==> config.mk <==
export PLATFORM = sky130hd
export DESIGN_NAME = uart_rx_deserializer_flat
export DESIGN_NICKNAME = d
export VERILOG_FILES = /design/src/rtl/uart_rx_pkg.sv /design/src/rtl/uart_rx_deserializer_if.sv /design/src/rtl/rx_sync_edge.sv /design/src/rtl/uart_rx_deserializer.sv /design/src/flat_wrapper.sv
export SDC_FILE = /design/constraint.sdc
export NUM_CORES = 1
export LEC_CHECK = 0
export ABC_AREA = 1
export CAP_MARGIN = 15
export CORE_MARGIN = 3
export CORE_UTILIZATION = 39
export CTS_CLUSTER_SIZE = 8
export DETAILED_ROUTE_END_ITERATION = 10
export GPL_TIMING_DRIVEN = 0
export SETUP_SLACK_MARGIN = 0.02
export SLEW_MARGIN = 20
export SYNTH_ARGS = -nofsm -noshare
export SYNTH_HDL_FRONTEND = slang
export SYNTH_HIERARCHICAL = 1
export SYNTH_SLANG_ARGS = --single-unit
==> constraint.sdc <==
create_clock -name clk -period 2.65 [get_ports clk]
set_input_delay 0.795 -clock clk [delete_from_list [all_inputs] [get_ports clk]]
set_output_delay 0.795 -clock clk [all_outputs]
set_load 0.05 [all_outputs]
==> src/rtl/uart_rx_pkg.sv <==
// Shared types and helpers for the UART receive deserializer.
// Holds the FSM state type and the constants derived from the bit timing parameters.
package uart_rx_pkg;

   typedef enum logic [2:0] {
      S_IDLE,
      S_START,
      S_DATA,
      S_STOP,
      S_LOAD,
      S_ERR
   } rx_state_t;

   localparam int DEF_NUMBITS      = 8;
   localparam int DEF_CLKS_PER_BIT = 16;

   // cyc value at which the start bit is checked (mid bit)
   function automatic int half_last(input int cpb);
      return cpb / 2 - 1;
   endfunction

   // cyc value at which a data or stop bit is sampled
   function automatic int bit_last(input int cpb);
      return cpb - 1;
   endfunction

   function automatic int cyc_w(input int cpb);
      return $clog2(cpb);
   endfunction

   function automatic int idx_w(input int nb);
      return $clog2(nb + 1);
   endfunction

endpackage

==> src/rtl/uart_rx_deserializer_if.sv <==
// Serial-in / parallel-out bundle of the UART receive deserializer.
// master: deserializer side (serial_in in; p_data, load_enable, framing_error, busy out).
interface uart_rx_deserializer_if
   import uart_rx_pkg::*;
#(
   parameter int NUMBITS = DEF_NUMBITS
);

   logic               serial_in;
   logic [NUMBITS-1:0] p_data;
   logic               load_enable;
   logic               framing_error;
   logic               busy;

   modport master (
      input  serial_in,
      output p_data,
      output load_enable,
      output framing_error,
      output busy
   );

   modport slave (
      output serial_in,
      input  p_data,
      input  load_enable,
      input  framing_error,
      input  busy
   );

endinterface

==> src/rtl/rx_sync_edge.sv <==
// Two-flop synchronizer for the async serial line plus falling-edge detector.
// Ports: clk, n_rst, i_serial (async line), o_sync (synced line), o_start_edge (1->0).
module rx_sync_edge (
   input  logic clk,
   input  logic n_rst,
   input  logic i_serial,
   output logic o_sync,
   output logic o_start_edge
);

   logic r_meta;
   logic r_sync;
   logic r_prev;

   // Reset to the idle (high) level so reset release never fakes a start edge
   always_ff @(posedge clk or negedge n_rst) begin
      if (!n_rst) begin
         r_meta <= 1'b1;
         r_sync <= 1'b1;
         r_prev <= 1'b1;
      end else begin
         r_meta <= i_serial;
         r_sync <= r_meta;
         r_prev <= r_sync;
      end
   end

   assign o_sync       = r_sync;
   assign o_start_edge = r_prev & ~r_sync;

endmodule

==> src/rtl/uart_rx_deserializer.sv <==
// UART receiver: LSB-first framed serial to NUMBITS parallel word with load strobe.
// Ports: clk, n_rst, rx (master: serial_in in; p_data, load_enable, framing_error, busy out).
module uart_rx_deserializer
   import uart_rx_pkg::*;
#(
   parameter int NUMBITS      = DEF_NUMBITS,
   parameter int CLKS_PER_BIT = DEF_CLKS_PER_BIT
) (
   input  logic                  clk,
   input  logic                  n_rst,
   uart_rx_deserializer_if.master rx
);

   localparam int CW = cyc_w(CLKS_PER_BIT);
   localparam int BW = idx_w(NUMBITS);

   localparam logic [CW-1:0] HALF_LAST = CW'(half_last(CLKS_PER_BIT));
   localparam logic [CW-1:0] FULL_LAST = CW'(bit_last(CLKS_PER_BIT));
   localparam logic [BW-1:0] IDX_LAST  = BW'(NUMBITS - 1);

   rx_state_t          r_state;
   rx_state_t          w_next;
   logic [CW-1:0]      r_cyc;
   logic [BW-1:0]      r_bit_idx;
   logic [NUMBITS-1:0] r_shift;
   logic [NUMBITS-1:0] w_shift_in;
   logic               r_pend;
   logic               w_sync;
   logic               w_start_edge;
   logic               w_half;
   logic               w_full;
   logic               w_shift_en;
   logic               w_cyc_clr;
   logic               w_counting;

   rx_sync_edge u_sync (
      .clk          (clk),
      .n_rst        (n_rst),
      .i_serial     (rx.serial_in),
      .o_sync       (w_sync),
      .o_start_edge (w_start_edge)
   );

   assign w_half     = (r_cyc == HALF_LAST);
   assign w_full     = (r_cyc == FULL_LAST);
   assign w_counting = (r_state == S_START) ||
                       (r_state == S_DATA) ||
                       (r_state == S_STOP);

   // New bit enters at the MSB so the first (LSB) bit ends up in bit 0
   generate
      if (NUMBITS > 1) begin : g_wide
         assign w_shift_in = {w_sync, r_shift[NUMBITS-1:1]};
      end else begin : g_one
         assign w_shift_in = w_sync;
      end
   endgenerate

   always_comb begin
      w_next     = r_state;
      w_shift_en = 1'b0;
      unique case (r_state)
         S_IDLE: begin
            if (w_start_edge || r_pend)
               w_next = S_START;
         end
         S_START: begin
            if (w_half)
               w_next = w_sync ? S_IDLE : S_DATA;
         end
         S_DATA: begin
            if (w_full) begin
               w_shift_en = 1'b1;
               if (r_bit_idx == IDX_LAST)
                  w_next = S_STOP;
            end
         end
         S_STOP: begin
            if (w_full)
               w_next = w_sync ? S_LOAD : S_ERR;
         end
         S_LOAD:  w_next = S_IDLE;
         S_ERR:   w_next = S_IDLE;
         default: w_next = S_IDLE;
      endcase
      // cyc restarts on every state entry and after each data sample
      w_cyc_clr = (w_next != r_state) || w_shift_en;
   end

   always_ff @(posedge clk or negedge n_rst) begin
      if (!n_rst)
         r_state <= S_IDLE;
      else
         r_state <= w_next;
   end

   always_ff @(posedge clk or negedge n_rst) begin
      if (!n_rst)
         r_cyc <= '0;
      else if (w_cyc_clr)
         r_cyc <= '0;
      else if (w_counting)
         r_cyc <= r_cyc + CW'(1);
   end

   always_ff @(posedge clk or negedge n_rst) begin
      if (!n_rst)
         r_bit_idx <= '0;
      else if (r_state == S_START)
         r_bit_idx <= '0;
      else if (w_shift_en)
         r_bit_idx <= r_bit_idx + BW'(1);
   end

   always_ff @(posedge clk or negedge n_rst) begin
      if (!n_rst)
         r_shift <= '0;
      else if (w_shift_en)
         r_shift <= w_shift_in;
   end

   // A start edge seen during the one-cycle LOAD/ERR is replayed in IDLE
   always_ff @(posedge clk or negedge n_rst) begin
      if (!n_rst)
         r_pend <= 1'b0;
      else if (r_state == S_LOAD || r_state == S_ERR)
         r_pend <= w_start_edge;
      else
         r_pend <= 1'b0;
   end

   assign rx.p_data        = r_shift;
   assign rx.load_enable   = (r_state == S_LOAD);
   assign rx.framing_error = (r_state == S_ERR);
   assign rx.busy          = (r_state != S_IDLE);

endmodule

==> src/flat_wrapper.sv <==
// flat-port wrapper written by rule: the top's interface ports become plain ports
module uart_rx_deserializer_flat import uart_rx_pkg::*;
#(
   parameter int NUMBITS      = DEF_NUMBITS,
   parameter int CLKS_PER_BIT = DEF_CLKS_PER_BIT
)
  (clk, n_rst, rx_serial_in, rx_p_data, rx_load_enable, rx_framing_error, rx_busy);
  uart_rx_deserializer_if #(.NUMBITS(NUMBITS)) rx_i ();
  input  logic clk;
  input  logic n_rst;
  input wire logic [$bits(rx_i.serial_in)-1:0] rx_serial_in;
  output wire logic [$bits(rx_i.p_data)-1:0] rx_p_data;
  output wire logic [$bits(rx_i.load_enable)-1:0] rx_load_enable;
  output wire logic [$bits(rx_i.framing_error)-1:0] rx_framing_error;
  output wire logic [$bits(rx_i.busy)-1:0] rx_busy;
  assign rx_i.serial_in = rx_serial_in;
  assign rx_p_data = rx_i.p_data;
  assign rx_load_enable = rx_i.load_enable;
  assign rx_framing_error = rx_i.framing_error;
  assign rx_busy = rx_i.busy;
  uart_rx_deserializer #(.NUMBITS(NUMBITS), .CLKS_PER_BIT(CLKS_PER_BIT)) u_core (.clk(clk), .n_rst(n_rst), .rx(rx_i));
endmodule
==> impl_metrics.yaml, run 1 <==
sta:
  setup_tns_ns: 0
  slew_violations: 0
  skew_ns: 0.00818
  finalCriticalPeriod_ns: 2.39
  worst_slew_pin_slew_ns: 0.506
  finalCritPeriodShare_pct: 90.1
  relSlewSlack_pct: 66.2
  setup_viol: 0
  max_freq_ghz: 0.419
  rsz0062_at_grt: "false"
  hold_viol_final: 0
grt:
  grt_max_degree: 24
  grt_pass1_wl_mm: 3.37
  global_route.overflow_total: 0
  grt.total_usage_pct: 13.0
  antenna_found_initial: 0
  first_global_vias: 780
floorplanning:
  io-pin-count: 14
  die_w_um: 58.9
  coreArea_um2: 2570
  die_area_um2: 3460
  dieHeight_um: 58.9
  rows: 18
  start_util_pct: 42.4
power:
  net-switching-power_uw: 313
  power.leakage_nw: 0.616
  vdd_drop_max_uv: 385
  swShare_pct: 36.9
  seqPwrFrac_pct: 49.7
  clkPwrFrac_pct: 18.8
  comb_power_share_pct: 31.5
  internal-power_uw: 534
  p_per_area_nw_per_um2: 664
  power_uw: 847
setup_path:
  cp_max_fo: 7
  startpoint_type: "flop"
  crit_buf_inv: 2
  path_class: "flop to primary output"
  arrival_ns: 1.59
  end_kind: "primary output"
  cp_slowest_cell: "dlygate4sd2_1"
  cp_data_required_time_ns: 1.86
  worst_path_largest_cell_delay_ns: 0.53
  path_cells: "inv_1, nor2_1, dlygate4sd2_1"
  critical-path-top-delay-family: "buffers and inverters"
cells_and_area:
  area_growth_pct: 17.1
  final_core_utilization_pct: 49.7
  final_cells: 171
  n_fill_cell: 262
  diodes: 0
  nNetsFinal: 147
  layout-drive-gt1-share_pct: 15.6
clocking:
  numCtsBuffers: 3
  htreeDepth: 1
  cts_root_buf: "clkbuf_4"
  cts_sinks: 23
  cts_setup_buffers: 0
  cts_tree: "built"
  clk_path_buf_depth: 2
  clkSlewWorstSetupHoldPaths_ns: 0.13
  clock_latency_ns: 0.31
drt:
  drt-wirelength-per-cell_um: 11.5
  vias: 816
  route.detailed.drc: 0
  detail-route-antenna-nets: 0
  routed_wirelength_mm: 1.97
  vias_per_cell: 4.77
  dr.pass1.iters: 4
  drt_iter0_markers: 31
logic_synthesis:
  syn-num-nets: 129
  yosys-top-cells-area: "dfrtp_1 (46%), nand2_1 (9.6%), dfstp_2 (7.2%), nor2_1 (6.9%), inv_1 (4.5%)"
  yosysTopAreaCellShare_pct: 45.9
  netlist_instances: 124
  synth_top_area_cell: "dfrtp_1"
  synth.yosys.seq_area_share_pct: 53.2
  netlist_area_um2: 1090
  synth_seq_cells: 23
  syn_avg_cell_area_um2: 8.79
  synth-warning-count: 6
  synth_cell_types: 22
status:
  status: "complete, no violations"
placement:
  dp.cells: 167
  place_congestion: 0.802
  io_buffers: 13
  dpl.hpwl_mm: 1.50
hold_path:
  hp-class: "flop to flop"
run:
  cap_violations: 0
area by class of cell:
| cell class | instances | area (um^2) | share of cell area [%] |
|---|---|---|---|
| Clock buffer | 3 | 22.5 | 1.76 |
| Multi-Input combinational cell | 85 | 447 | 35.0 |
| Inverter | 15 | 56.3 | 4.41 |
| Timing Repair Buffer | 13 | 121 | 9.51 |
| Buffer | 1 | 7.51 | 0.588 |
| Tap cell | 30 | 37.5 | 2.94 |
| Clock inverter | 1 | 5.00 | 0.392 |
| Sequential cell | 23 | 579 | 45.4 |
sequential cells by signal, indices dropped and copies added, names as in the netlist:
signal / cells
u_core/r_pend: 1
u_core/u_sync/r_meta: 1
u_core/r_state: 3
u_core/u_sync/o_sync: 1
u_core/u_sync/r_prev: 1
u_core/rx.p_data: 8
u_core/r_bit_idx: 4
u_core/r_cyc: 4
synthesized netlist by cell type, drive strengths merged:
cell type and number:
a21oi 3, buf 1, dfrtp 20, dfstp 3, ha 2, inv 15
mux2 1, nand2 29, nand3 12, nand4 2, nor2 24, o21a 1
o21ai 8, xnor2 1, xor2 2
repair_timing:
item / CTS / global route
hold buffers: 0 / 0
setup endpoints to repair: 3 / 0
gates resized for setup: 3 / 0
power groups by stage:
stage	registers (mW)	logic, mW	clock network [mW]
floorplan	0.420	0.213	0
global placement	0.426	0.267	0
detailed placement	0.428	0.272	0
CTS	0.421	0.269	0.169
global route	0.426	0.303	0.182
finish	0.421	0.267	0.159
per-stage QoR:
stage                     hold WS (ns)  worst slack, ns  instance area [um^2]
after floorplan                  0.345            0.642                  1090
after global placement           0.346            0.350                  1260
after detailed placement         0.352            0.341                  1260
after CTS                        0.371            0.245                  1280
after global routing             0.376            0.157                  1280
final                            0.368            0.263                  1280
placed cells by master (no fill, tap or decap), types with 4 or more instances in the layout:
cell type and count:
nand2_1 28, clkdlybuf4s50_1 9, nand3_2 4, nand3_1 7, dfrtp_1 20, o21ai_0 6, nor2_1 20, inv_1 13
kinds of logic after synthesis:
family,after synthesis,share of synthesized area [%]
xor gates and xnor gates,3,2.41
buffers and inverters,16,5.86
and+or+nand+nor,67,29.5
adders and majority gates,2,2.30
muxes,1,1.03
DFF,23,53.2
AOI/OAI and AO/OA,12,5.74
routing by layer:
metal	part of all wire, %	wire length [um]	global-route usage [%]
met1	47	933	17.1
met2	49	973	20.7
met3	2.5	49	2.63
met4	0.91	18	5.83
met5	0	0	0
worst paths after layout:
kind	start	end	slack, ns	cells past startpoint
max	u_core/r_state[0]$_DFF_PN0_	rx_framing_error	0.26	3
min	u_core/u_sync/r_meta$_DFF_PN1_	u_core/u_sync/o_sync$_DFF_PN1_	0.37	0
max reg2reg	u_core/r_cyc[0]$_DFFE_PN0P_	u_core/r_cyc[0]$_DFFE_PN0P_	1.15	8
min reg2reg	u_core/u_sync/r_meta$_DFF_PN1_	u_core/u_sync/o_sync$_DFF_PN1_	0.37	0
max in group asynchronous	n_rst	u_core/u_sync/r_meta$_DFF_PN1_	1.86	1
min in group asynchronous	n_rst	u_core/r_pend$_DFF_PN0_	0.43	1
Note: power is estimated with default switching activity, not from simulation.
==> inputs of run 2 (changes only) <==
- SLEW_MARGIN: 20 -> 5
==> impl_metrics.yaml, run 2 (synthesized netlist as in run 1, its figures left out) <==
setup_path:
  end_kind: "primary output"
  startpoint_type: "flop"
  path_cells: "inv_1, nor2_1, dlygate4sd2_1"
  arrival_ns: 1.59
  worst_path_largest_cell_delay_ns: 0.53
  cp_max_fo: 7
  cp_slowest_cell: "dlygate4sd2_1"
  path_class: "flop to primary output"
  cp_data_required_time_ns: 1.86
sta:
  setup_viol: 0
  setup_ws_ns: 0.266
  finalCritPeriodShare_pct: 89.9
  relSlewSlack_pct: 66.0
  finalCriticalPeriod_ns: 2.38
  setup_tns_ns: 0
  max_freq_ghz: 0.420
  holdWs_ns: 0.368
  rsz0062_at_grt: "false"
  hold_viol_final: 0
  slew_violations: 0
  skew_ns: 0.00696
  worst_slew_pin_slew_ns: 0.508
drt:
  vias_per_cell: 4.77
  detail-route-antenna-nets: 0
  dr.pass1.iters: 4
  routed_wirelength_mm: 1.99
  drt-wirelength-per-cell_um: 11.6
  vias: 821
  route.detailed.drc: 0
  drt_iter0_markers: 30
run:
  cap_violations: 0
floorplanning:
  coreArea_um2: 2570
  die_w_um: 58.9
  die_area_um2: 3460
  dieHeight_um: 58.9
  rows: 18
  io-pin-count: 14
  start_util_pct: 42.4
cells_and_area:
  nNetsFinal: 148
  largest_register_ffs: 8
  mostFrequentLayoutCells: "nand2_1 (28), nor2_1 (20), dfrtp_1 (20)"
  design_area_um2: 1300
  layout-drive-gt1-share_pct: 15.5
  final_common_cell: "nand2_1"
  multi_input_area_um2: 447
  area_growth_pct: 18.9
  diodes: 0
  n_fill_cell: 259
  seqCellArea_um2: 579
clocking:
  cts_sinks: 23
  clock_latency_ns: 0.31
  cts_resized: 3
  htreeDepth: 1
  clkSlewWorstSetupHoldPaths_ns: 0.13
  cts_tree: "built"
  cts_root_buf: "clkbuf_4"
  cts_setup_buffers: 0
  numCtsBuffers: 3
  hold_buffers: 0
  clk_path_buf_depth: 2
placement:
  place_area_um2: 1260
  dpl.hpwl_mm: 1.50
  place_congestion: 0.802
  place_ws_ns: 0.341
  io_buffers: 13
power:
  power.leakage_nw: 0.624
  vdd_drop_max_uv: 385
  p_per_area_nw_per_um2: 655
grt:
  antenna_found_initial: 0
  first_global_vias: 780
  grt_pass1_wl_mm: 3.37
  global_route.overflow_total: 0
  grt_max_degree: 24
  grt.total_usage_pct: 13.0
hold_path:
  hp-class: "flop to flop"
status:
  status: "complete, no violations"
-- run 2: metrics by stage --
step	util, %	power (mW)	instances
global route	50.5	0.914	172
global placement	49.0	0.693	167
finish	50.5	0.849	172
CTS	49.9	0.859	171
detailed placement	49.0	0.700	167
floorplan	-	0.632	124
-- run 2: power breakdown --
part | internal [mW] | total [mW] | switching [mW]
logic | 0.0970 | 0.270 | 0.173
registers | 0.384 | 0.421 | 0.0372
clock network | 0.0563 | 0.158 | 0.102
-- run 2: critical path: cells and delay by family (launching register included) --
kind / cells / cell delay (ns)
DFF: 1 / 0.49
buffers and inverters: 2 / 0.68
and+or+nand+nor: 1 / 0.11
-- run 2: worst paths after layout --
| kind | from | endpoint | slack (ns) | cells after the start |
|---|---|---|---|---|
| worst max register to register | u_core/r_cyc[0]$_DFFE_PN0P_ | u_core/r_cyc[0]$_DFFE_PN0P_ | 1.14 | 8 |
| worst min-delay path | u_core/u_sync/r_meta$_DFF_PN1_ | u_core/u_sync/o_sync$_DFF_PN1_ | 0.37 | 0 |
| worst min register to register | u_core/u_sync/r_meta$_DFF_PN1_ | u_core/u_sync/o_sync$_DFF_PN1_ | 0.37 | 0 |
| worst max-delay path | u_core/r_state[0]$_DFF_PN0_ | rx_framing_error | 0.27 | 3 |
| max in group asynchronous | n_rst | u_core/u_sync/r_meta$_DFF_PN1_ | 1.51 | 2 |
| min in group asynchronous | n_rst | u_core/r_pend$_DFF_PN0_ | 0.68 | 1 |
-- run 2: layout make-up --
cell class	count	share of cell area, %
clock inverter	1	0.386
multi-input combinational	85	34.5
tap	30	2.90
sequential	23	44.7
clock buffer	3	1.74
buffer	1	0.579
inverter	15	4.34
timing repair buffer	14	10.9
-- run 2: layer usage --
layer	GRT usage (%)	routed length, um
met1	17.1	914
met2	20.7	996
met3	2.63	64
met4	5.83	18
met5	0	0
==> inputs of run 3 (changes only) <==
- CAP_MARGIN: 15 -> unset
- CORE_UTILIZATION: 39 -> 35
- SYNTH_HIERARCHICAL: 1 -> unset
==> impl_metrics.yaml, run 3 <==
status:
  status: "complete, no violations"
logic_synthesis:
  yosys-top-cells-area: "dfrtp_1 (45%), nand2_1 (9.2%), dfstp_2 (7.1%), inv_1 (4.1%), nor2_1 (4.1%)"
  synth.yosys.seq_area_share_pct: 52.4
  synthFlopType: "dfrtp_1"
  synth_seq_cells: 23
  synth.most_common_cell: "nand2_1"
  synth_top_area_cell: "dfrtp_1"
  netlist_instances: 122
  syn_avg_cell_area_um2: 9.07
  yosysTopAreaCellShare_pct: 45.2
  synth_edf_count: 0
  async_reset_ff_share_pct: 100
  synth_cell_types: 21
  netlist_area_um2: 1110
  synth-warning-count: 0
  syn-num-nets: 127
  synthTopCellsByCount: "nand2_1 (27), dfrtp_1 (20), inv_1 (12), nor2_1 (12)"
clocking:
  clkSlewWorstSetupHoldPaths_ns: 0.14
  cts_setup_buffers: 0
  cts_resized: 3
  cts_root_buf: "clkbuf_4"
  numCtsBuffers: 3
  clk_path_buf_depth: 2
  hold_buffers: 0
  cts_tree: "built"
  cts_sinks: 23
  clock_latency_ns: 0.32
  htreeDepth: 1
cells_and_area:
  mostFrequentLayoutCells: "nand2_1 (27), dfrtp_1 (20), nor2_1 (12), inv_1 (12), clkdlybuf4s50_1 (10)"
  final_common_cell: "nand2_1"
  final_cells: 181
  area_growth_pct: 18.9
  diodes: 0
  nNetsFinal: 145
  largest_register_ffs: 8
  layout-drive-gt1-share_pct: 23.7
drt:
  dr.pass1.iters: 4
  drt_iter0_markers: 33
  routed_wirelength_mm: 1.84
  route.detailed.drc: 0
  vias: 801
  vias_per_cell: 4.43
  detail-route-antenna-nets: 0
  drt-wirelength-per-cell_um: 10.1
grt:
  first_global_vias: 817
  global_route.overflow_total: 0
  grt.total_usage_pct: 11.5
  grt_pass1_wl_mm: 3.57
  antenna_found_initial: 0
  grt_max_degree: 24
sta:
  finalCriticalPeriod_ns: 2.36
  skew_ns: 0.0105
  holdWs_ns: 0.366
  setup_viol: 0
  max_freq_ghz: 0.424
  worst_slew_pin_slew_ns: 1.01
  setup_tns_ns: 0
  slew_violations: 0
  finalCritPeriodShare_pct: 89.0
  rsz0062_at_grt: "false"
  relSlewSlack_pct: 32.8
  hold_viol_final: 0
placement:
  dp.cells: 177
  place_congestion: 0.744
  dpl.hpwl_mm: 1.40
  io_buffers: 13
power:
  power.leakage_nw: 0.597
  power_uw: 900
  vdd_drop_max_uv: 291
  p_per_area_nw_per_um2: 685
floorplanning:
  die_area_um2: 3870
  coreArea_um2: 2880
  rows: 19
  start_util_pct: 38.5
  io-pin-count: 14
  dieHeight_um: 62.2
  die_w_um: 62.2
setup_path:
  arrival_ns: 1.56
  rrSetupSlack_ns: 1.14
  path_class: "flop to primary output"
  end_kind: "primary output"
  startpoint_type: "flop"
  cp_max_fo: 5
  cp_data_required_time_ns: 1.86
run:
  cap_violations: 0
hold_path:
  hp-class: "flop to flop"
run 3: cell count changes after synthesis, sizes merged:
cell / before / now
buf: 1 / 2
inv: 15 / 16
o21ai: 8 / 11
o21a: 1 / 0
a21oi: 3 / 1
nand4: 2 / 1
nor2: 24 / 21
nand2: 29 / 33
nand3: 12 / 8
run 3: critical path, cell delays in order, from the launching register on:
cell and delay [ns]:
dfrtp_1 0.42, inv_2 0.12, nand2_1 0.10, nor2_1 0.09, dlygate4sd2_1 0.53
run 3: final timing paths:
check	startpoint	to	cells past startpoint
hold / removal	u_core.u_sync.r_meta$_DFF_PN1_	u_core.u_sync.o_sync$_DFF_PN1_	0
max in group asynchronous	n_rst	u_core.r_state[0]$_DFF_PN0_	1
setup reg to reg	u_core.r_cyc[0]$_DFFE_PN0P_	u_core.r_cyc[2]$_DFFE_PN0P_	7
setup / recovery	u_core.r_state[1]$_DFF_PN0_	rx_framing_error	4
hold reg to reg	u_core.u_sync.r_meta$_DFF_PN1_	u_core.u_sync.o_sync$_DFF_PN1_	0
min in group asynchronous	n_rst	u_core.r_bit_idx[0]$_DFFE_PN0P_	1
run 3: layout make-up:
cell class / instances / area, um^2
well taps: 42 / 52.6
repair buffers: 13 / 126
flip-flops and latches: 23 / 579
inverters: 16 / 60.1
multi-input cells: 81 / 457
plain buffers: 2 / 10.0
clock buffers: 3 / 22.5
fillers: 287 / 1560
clock inverters: 1 / 7.51
run 3: routing by layer:
| layer | track usage (%) | wire [um] |
|---|---|---|
| met1 | 14.1 | 875 |
| met2 | 18.1 | 878 |
| met3 | 3.24 | 65 |
| met4 | 6.63 | 17 |
| met5 | 0 | 0 |
run 3: cells by family (layout without fill, tap and decap cells):
kind of cell             count (synthesis)  count (layout)  share of synthesized area (%)
buffers and inverters                   18              35                           6.33
multiplexers                             1               1                           1.02
XOR/XNOR                                 3               3                           2.38
AND/OR/NAND/NOR                         63              63                           29.5
flip-flops                              23              23                           52.4
adder cells (fa/ha/maj)                  2               2                           2.26
AO/OA/AOI/OAI                           12              12                           6.11
run 3: through the flow:
| stage | cell area, um^2 | utilization (%) | setup WS (ns) |
|---|---|---|---|
| floorplan | 1110 | - | 0.628 |
| global placement | 1290 | 44.8 | 0.360 |
| detailed placement | 1290 | 44.8 | 0.353 |
| CTS | 1320 | 45.7 | 0.262 |
| global route | 1320 | 45.7 | 0.117 |
| finish | 1320 | 45.7 | 0.291 |
run 3: where the power goes:
group	internal, mW	total (mW)	switching [mW]
clock	0.0576	0.168	0.111
combinational	0.114	0.312	0.198
sequential	0.384	0.419	0.0351
